## src/rtl/sprite_pixel_fetch.sv

```systemverilog
// Sprite pixel fetch: bounding-box hit test, sprite ROM addressing, animation frame sequencing
// and a hit pipeline aligned to ROM latency, producing a palette index plus valid flag.
module sprite_pixel_fetch #(
  parameter int unsigned SPR_W      = 32,
  parameter int unsigned SPR_H      = 32,
  parameter int unsigned FRAMES     = 4,
  parameter int unsigned ROM_LAT    = 1,
  parameter int unsigned FRAME_DIV  = 8,
  parameter logic [5:0]  TRANSP_IDX = 6'd0,
  parameter int unsigned AW         = $clog2(SPR_W * SPR_H * FRAMES),
  localparam int unsigned FW        = (FRAMES > 1) ? $clog2(FRAMES) : 1
) (
  input  logic          vga_clk,
  input  logic          reset_n,
  input  logic [9:0]    drawx,
  input  logic [9:0]    drawy,
  input  logic          de,
  input  logic          vsync_n,
  input  logic [9:0]    spr_x,
  input  logic [9:0]    spr_y,
  input  logic          flip_h,
  input  logic          anim_en,
  output logic [AW-1:0] rom_addr,
  input  logic [5:0]    rom_data,
  output logic [5:0]    pix_index,
  output logic          pix_valid,
  output logic [FW-1:0] frame
);

  localparam int unsigned CW = $clog2(SPR_W);
  localparam int unsigned RW = $clog2(SPR_H);
  localparam int unsigned DW = (FRAME_DIV > 1) ? $clog2(FRAME_DIV) : 1;

  logic          vsync_prev_q;
  logic          boundary;
  logic [9:0]    sx_q, sy_q;
  logic          flip_q;
  logic [DW-1:0] div_q;
  logic [FW-1:0] frame_q;

  logic          hit;
  logic [CW-1:0] col;
  logic [RW-1:0] row;
  logic [AW-1:0] addr_d;

  logic [AW-1:0] rom_addr_q;
  logic [ROM_LAT:0] hit_q;
  logic [5:0]    pix_index_q;
  logic          pix_valid_q;

  assign boundary = vsync_prev_q & ~vsync_n;

  always_comb begin
    hit = 1'b0;
    col = '0;
    row = '0;
    addr_d = '0;
    // 11-bit compare so a box near column/row 1023 never wraps back to 0.
    hit = de
          && ({1'b0, drawx} >= {1'b0, sx_q})
          && ({1'b0, drawx} < ({1'b0, sx_q} + 11'(SPR_W)))
          && ({1'b0, drawy} >= {1'b0, sy_q})
          && ({1'b0, drawy} < ({1'b0, sy_q} + 11'(SPR_H)));
    col = drawx[CW-1:0] - sx_q[CW-1:0];
    if (flip_q) col = ~col;
    row = drawy[RW-1:0] - sy_q[RW-1:0];
    addr_d = (AW'(frame_q) << (CW + RW)) | (AW'(row) << CW) | AW'(col);
  end

  // Position, mirror and animation state change only at the vsync falling edge.
  always_ff @(posedge vga_clk or negedge reset_n) begin
    if (!reset_n) begin
      vsync_prev_q <= 1'b1;
      sx_q         <= '0;
      sy_q         <= '0;
      flip_q       <= 1'b0;
      div_q        <= '0;
      frame_q      <= '0;
    end else begin
      vsync_prev_q <= vsync_n;
      if (boundary) begin
        sx_q   <= spr_x;
        sy_q   <= spr_y;
        flip_q <= flip_h;
        if (anim_en) begin
          if (div_q == DW'(FRAME_DIV - 1)) begin
            div_q   <= '0;
            frame_q <= (frame_q == FW'(FRAMES - 1)) ? '0 : frame_q + 1'b1;
          end else begin
            div_q <= div_q + 1'b1;
          end
        end
      end
    end
  end

  // hit_q[ROM_LAT] lines up with rom_data for the address issued ROM_LAT cycles earlier.
  always_ff @(posedge vga_clk or negedge reset_n) begin
    if (!reset_n) begin
      rom_addr_q  <= '0;
      hit_q       <= '0;
      pix_index_q <= '0;
      pix_valid_q <= 1'b0;
    end else begin
      if (hit) rom_addr_q <= addr_d;
      if (ROM_LAT > 0) hit_q <= {hit_q[ROM_LAT-1:0], hit};
      else hit_q <= hit;
      if (hit_q[ROM_LAT] && (rom_data != TRANSP_IDX)) begin
        pix_valid_q <= 1'b1;
        pix_index_q <= rom_data;
      end else begin
        pix_valid_q <= 1'b0;
        pix_index_q <= '0;
      end
    end
  end

  assign rom_addr  = rom_addr_q;
  assign pix_index = pix_index_q;
  assign pix_valid = pix_valid_q;
  assign frame     = frame_q;

endmodule

```

## config.mk

```make
export PLATFORM = sky130hd
export DESIGN_NAME = sprite_pixel_fetch
export DESIGN_NICKNAME = d
export VERILOG_FILES = /design/src/rtl/sprite_pixel_fetch.sv
export SDC_FILE = /design/constraint.sdc
export NUM_CORES = 1
export LEC_CHECK = 0
export BUFFER_PORTS_ARGS = -buffer_cell sky130_fd_sc_hd__clkbuf_2
export CAP_MARGIN = 20
export CORE_UTILIZATION = 50
export CTS_BUF_LIST = sky130_fd_sc_hd__clkbuf_8
export DETAILED_ROUTE_END_ITERATION = 8
export GPL_TIMING_DRIVEN = 1
export PLACE_DENSITY_LB_ADDON = 0.08
export SKIP_LAST_GASP = 1
export SYNTH_ARGS = -nofsm -noshare
export SYNTH_HDL_FRONTEND = slang
export SYNTH_SLANG_ARGS = --single-unit
export TNS_END_PERCENT = 10
```

## constraint.sdc

```tcl
create_clock -name vga_clk -period 6.4 [get_ports vga_clk]
set_clock_uncertainty 0.2 [all_clocks]
set_input_delay 0 -clock vga_clk [delete_from_list [all_inputs] [get_ports vga_clk]]
set_output_delay 0 -clock vga_clk [all_outputs]
set_load 0.02 [all_outputs]
```

==> metrics list <==
- The run finished with clean final reports.
- Fraction of power consumed by combinational cells: 36.1%
* Setup TNS: 0 ns
* Insertion delay to the later sink of the worst-skew pair: 0.31 ns
* Clock share of power: 23.0%
- The kind of cell with the highest combined delay along the critical path is simple AND/OR/NAND/NOR gates.
* Total standard cell area after synthesis: 0.00283 mm2
* Initial cell density of the core: 51.6%
* Reported max-cap violation count: 0
- At the end of the flow, the number of nets in the layout was 458.
- Number of post-CTS setup repair buffers: 0
- Fraction of layout instances using a drive strength above 1: 28.4%
- The floorplan step set the die height to 77.2 um.
* Arrival time of data at the critical path endpoint: 2.95 ns
* Final slew viol count: 0
- Final antenna diode count: 0
- The Yosys step of the flow raised 0 warnings.
- CTS max path bufs: 2
* Worst reg2reg setup slack: 3.45 ns
* Top fanout value on the critical path: 13
* CP Class: reg2reg
* Routed wirelength normalized by instance count: 12.7 um
- Among all flip-flop cells after synthesis, the most frequent one is dfrtp_1.
- The internal portion of the total power is 660 uW.
* Reg2reg path depth: 10
* Number of enable flip-flop cells after synthesis: 0
* Post-synthesis cell count: 264
- Walking the worst path, the cells encountered are inv_2 > nor3_4 > xnor2_1 > ha_1 > a21o_1 > a21oi_1 > a31oi_1 > nor3_2 > nand4b_2 > mux2_4.
- Final worst-path setup slack: 3.45 ns
- FF-to-FF End: rom_addr[11]
* Initial antenna violation count: 0
- Root Buffer: clkbuf_8
- Synth cell types: 43
- The worst hold path was traced through 5 stages.
- Counting the fill cells in the layout gives 462.
- Routability-driven placement finished with a final weighted congestion of 0.830.
- Initial drt markers: 99
- Global-route wire length before repair: 9.77 mm
- Total net switching power: 337 uW
- Post-cts resize count: 0
* Max Freq: 339 MHz
- Net count of the mapped netlist: 353
- Summing internal, switching and leakage power gives 998 uW.
- Kind of start point of the critical path: flip-flop
- CTS buffer count: 5
- Measured against its own limit, the worst slew margin works out to 59.7%.
- Global routing used 20.7% of the available tracks across all layers.
- The min-delay analysis places its worst path in the category in2reg.
* CTS tree: yes
* Non-Filler Instances: 442
- The largest single stage delay on the critical path is 0.48 ns.
- Final Routed Wirelength: 5.60 mm
- Buffers placed on the I/O ports in this run total 72.
- The number of hold buffers added after CTS was 32.
- Peak supply drop: 153 uV
- On the critical path, the stage with the largest delay is an instance of nand4b_2.
- Post-route ant nets: 0
- The floorplan has 27 rows.
- Clock-pin slew was measured on the worst setup and hold paths at 0.10 ns.
* Transition time of the tightest slew-check pin: 0.604 ns
- The clock net in this run drives a total of 48 sinks.
- The average instance in the mapped netlist occupies 10.7 um2.
* Hold violation total from the final report: 0
* Number of placed instances, taps included: 402
- Power spread over the standard cell area amounts to 271 mW/mm2.
- Category of the worst setup path capture point: flip-flop
- Vias after detailed routing: 2,193
- In this run the horizontal extent of the chip is 77.2 um.
- Layout Area Growth over Synthesis: 30.4%
- For the finished layout, the period the worst path requires is 2.95 ns.
- After synthesis, flip-flops and latches occupy 42.6% of the total area.
- For this run, design rule violations remaining after detail routing come to 0.
- Count of H-tree levels built during CTS: 2
* Worst Hold Endpoint: rom_addr[0]
- Fraction of registers with async set/reset: 100%
- Fraction of power consumed by sequential logic: 41.0%
- Pre-CTS setup slack: 3.44 ns
* Startpoint of the most critical hold path: drawx[0]
* Final setup vio count: 0
- The number of global-route vias before repair is 2,291.
* Largest net degree at the start of global routing: 49
- Detail Placement HPWL: 4.02 mm
- Dividing the final minimum period by the clock period gives 46.1%.
- Detailed-routing iteration count for the pre-antenna-repair pass: 4
* Critical Path RT: 6.39 ns
- Setup repair after global routing left no endpoint under its margin.
* Area of the die: 0.00596 mm2
- Switching share of power: 33.8%
* Synthesized flop and latch total: 48
* Global-route congestion overflow total: 0
* Leakage power figure: 0.00191 uW
* Launch instance of the worst register-to-register path: sx_q[7]
- Number of vias per cell after detailed routing: 4.96
- Number of buffers and inverters on the critical path: 1
- Placeable core region: 0.00547 mm2
- IO Pins: 73
## routing by layer
metal / vias to the layer above / GRT usage [%] / wire length (um)
met2: 54 / 36.5 / 2780
met1: 1013 / 25.3 / 2510
met4: 0 / 6.42 / 63
li1: 1119 / - / -
met3: 7 / 3.93 / 251
met5: - / 0 / 0
## placed cells by master (no fill, tap or decap), types with 3 or more instances in the layout
cell type	netlist	layout
a21o_1	4	4
a21oi_1	11	11
a31oi_1	3	3
and2_1	6	6
clkbuf_2	0	72
clkbuf_8	0	5
dfrtp_1	47	47
dlygate4sd3_1	0	32
ha_1	35	35
inv_1	27	27
mux2_2	9	9
mux2_4	7	7
nand2_1	27	27
nand3_1	5	5
o21ai_0	21	21
o21ai_1	3	3
xnor2_1	14	14
xor2_1	3	3
## cells by family after synthesis
group           count (synthesis)  synth area share, %
compound gates                 55                 11.7
simple gates                   53                 10.2
flops                          48                 42.6
xor+xnor                       17                 5.27
buf+inv                        36                 5.31
mux                            18                 8.02
fa+ha+maj                      37                 16.9
## worst max path at each step
| stage | from | end | cells after the start |
|---|---|---|---|
| final | sx_q[7] | rom_addr[11] | 10 |
| after global routing | sx_q[7] | rom_addr[9] | 10 |
| after CTS | sy_q[5] | rom_addr[10] | 10 |
| after detailed placement | sy_q[5] | rom_addr[10] | 10 |
| after global placement | sy_q[7] | rom_addr[8] | 9 |
| after floorplan | sx_q[7] | rom_addr[10] | 11 |
## stage by stage
stage	hold slack, ns	instance area [um2]	util, %
2_1_floorplan	-0.496	2830	-
3_3_place_gp	-0.0899	3250	59.4
3_5_place_dp	-0.0885	3250	59.4
4_1_cts	0.0790	3680	67.3
5_1_grt	0.111	3680	67.3
6_report	0.0983	3680	67.3
## worst register-to-register path, cell delays in order, from the launching register on
cell and delay, ns:
dfrtp_1 0.41, inv_2 0.08, nor3_4 0.23, xnor2_1 0.14, ha_1 0.26, a21o_1 0.16, a21oi_1 0.13, a31oi_1 0.06
nor3_2 0.21, nand4b_2 0.48, mux2_4 0.47
## synthesized netlist by cell type, types with 3 or more instances
cell type	number	area share (%)
o21ai_0	21	3.7
mux2_2	9	3.6
xnor2_1	14	4.3
a31oi_1	3	0.66
a21oi_1	11	1.9
nand3_1	5	0.89
mux2_4	7	3.7
ha_1	35	16
and2_1	6	1.3
o21ai_1	3	0.53
xor2_1	3	0.93
clkbuf_1	5	0.66
a21o_1	4	1.1
nand2_1	27	3.6
dfrtp_1	47	42
inv_1	27	3.6
## power by group through the flow
stage | combinational (uW) | clock (uW) | sequential (uW)
after global placement | 341 | 0 | 415
after floorplan | 212 | 0 | 446
after detailed placement | 346 | 0 | 416
final | 360 | 229 | 409
after global routing | 400 | 247 | 418
after CTS | 364 | 239 | 410
## sequential cells by signal, indices dropped and copies added, names as in the netlist
signal        count
pix_valid         1
sx_q             10
vsync_prev_q      1
pix_index         6
frame             2
sy_q             10
hit_q             2
flip_q            1
rom_addr         12
div_q             3
## layout make-up
type                       instances  area [um2]  share of cell area [%]
clock buffer                       5        68.8                    1.87
clock inverter                     3        46.3                    1.26
inverter                          28         105                    2.85
multi-input combinational        180        1480                    40.0
sequential                        48        1200                    32.6
tap                               72        90.1                    2.45
timing repair buffer             106         696                    18.9
Power figures use the tool's default switching activity.
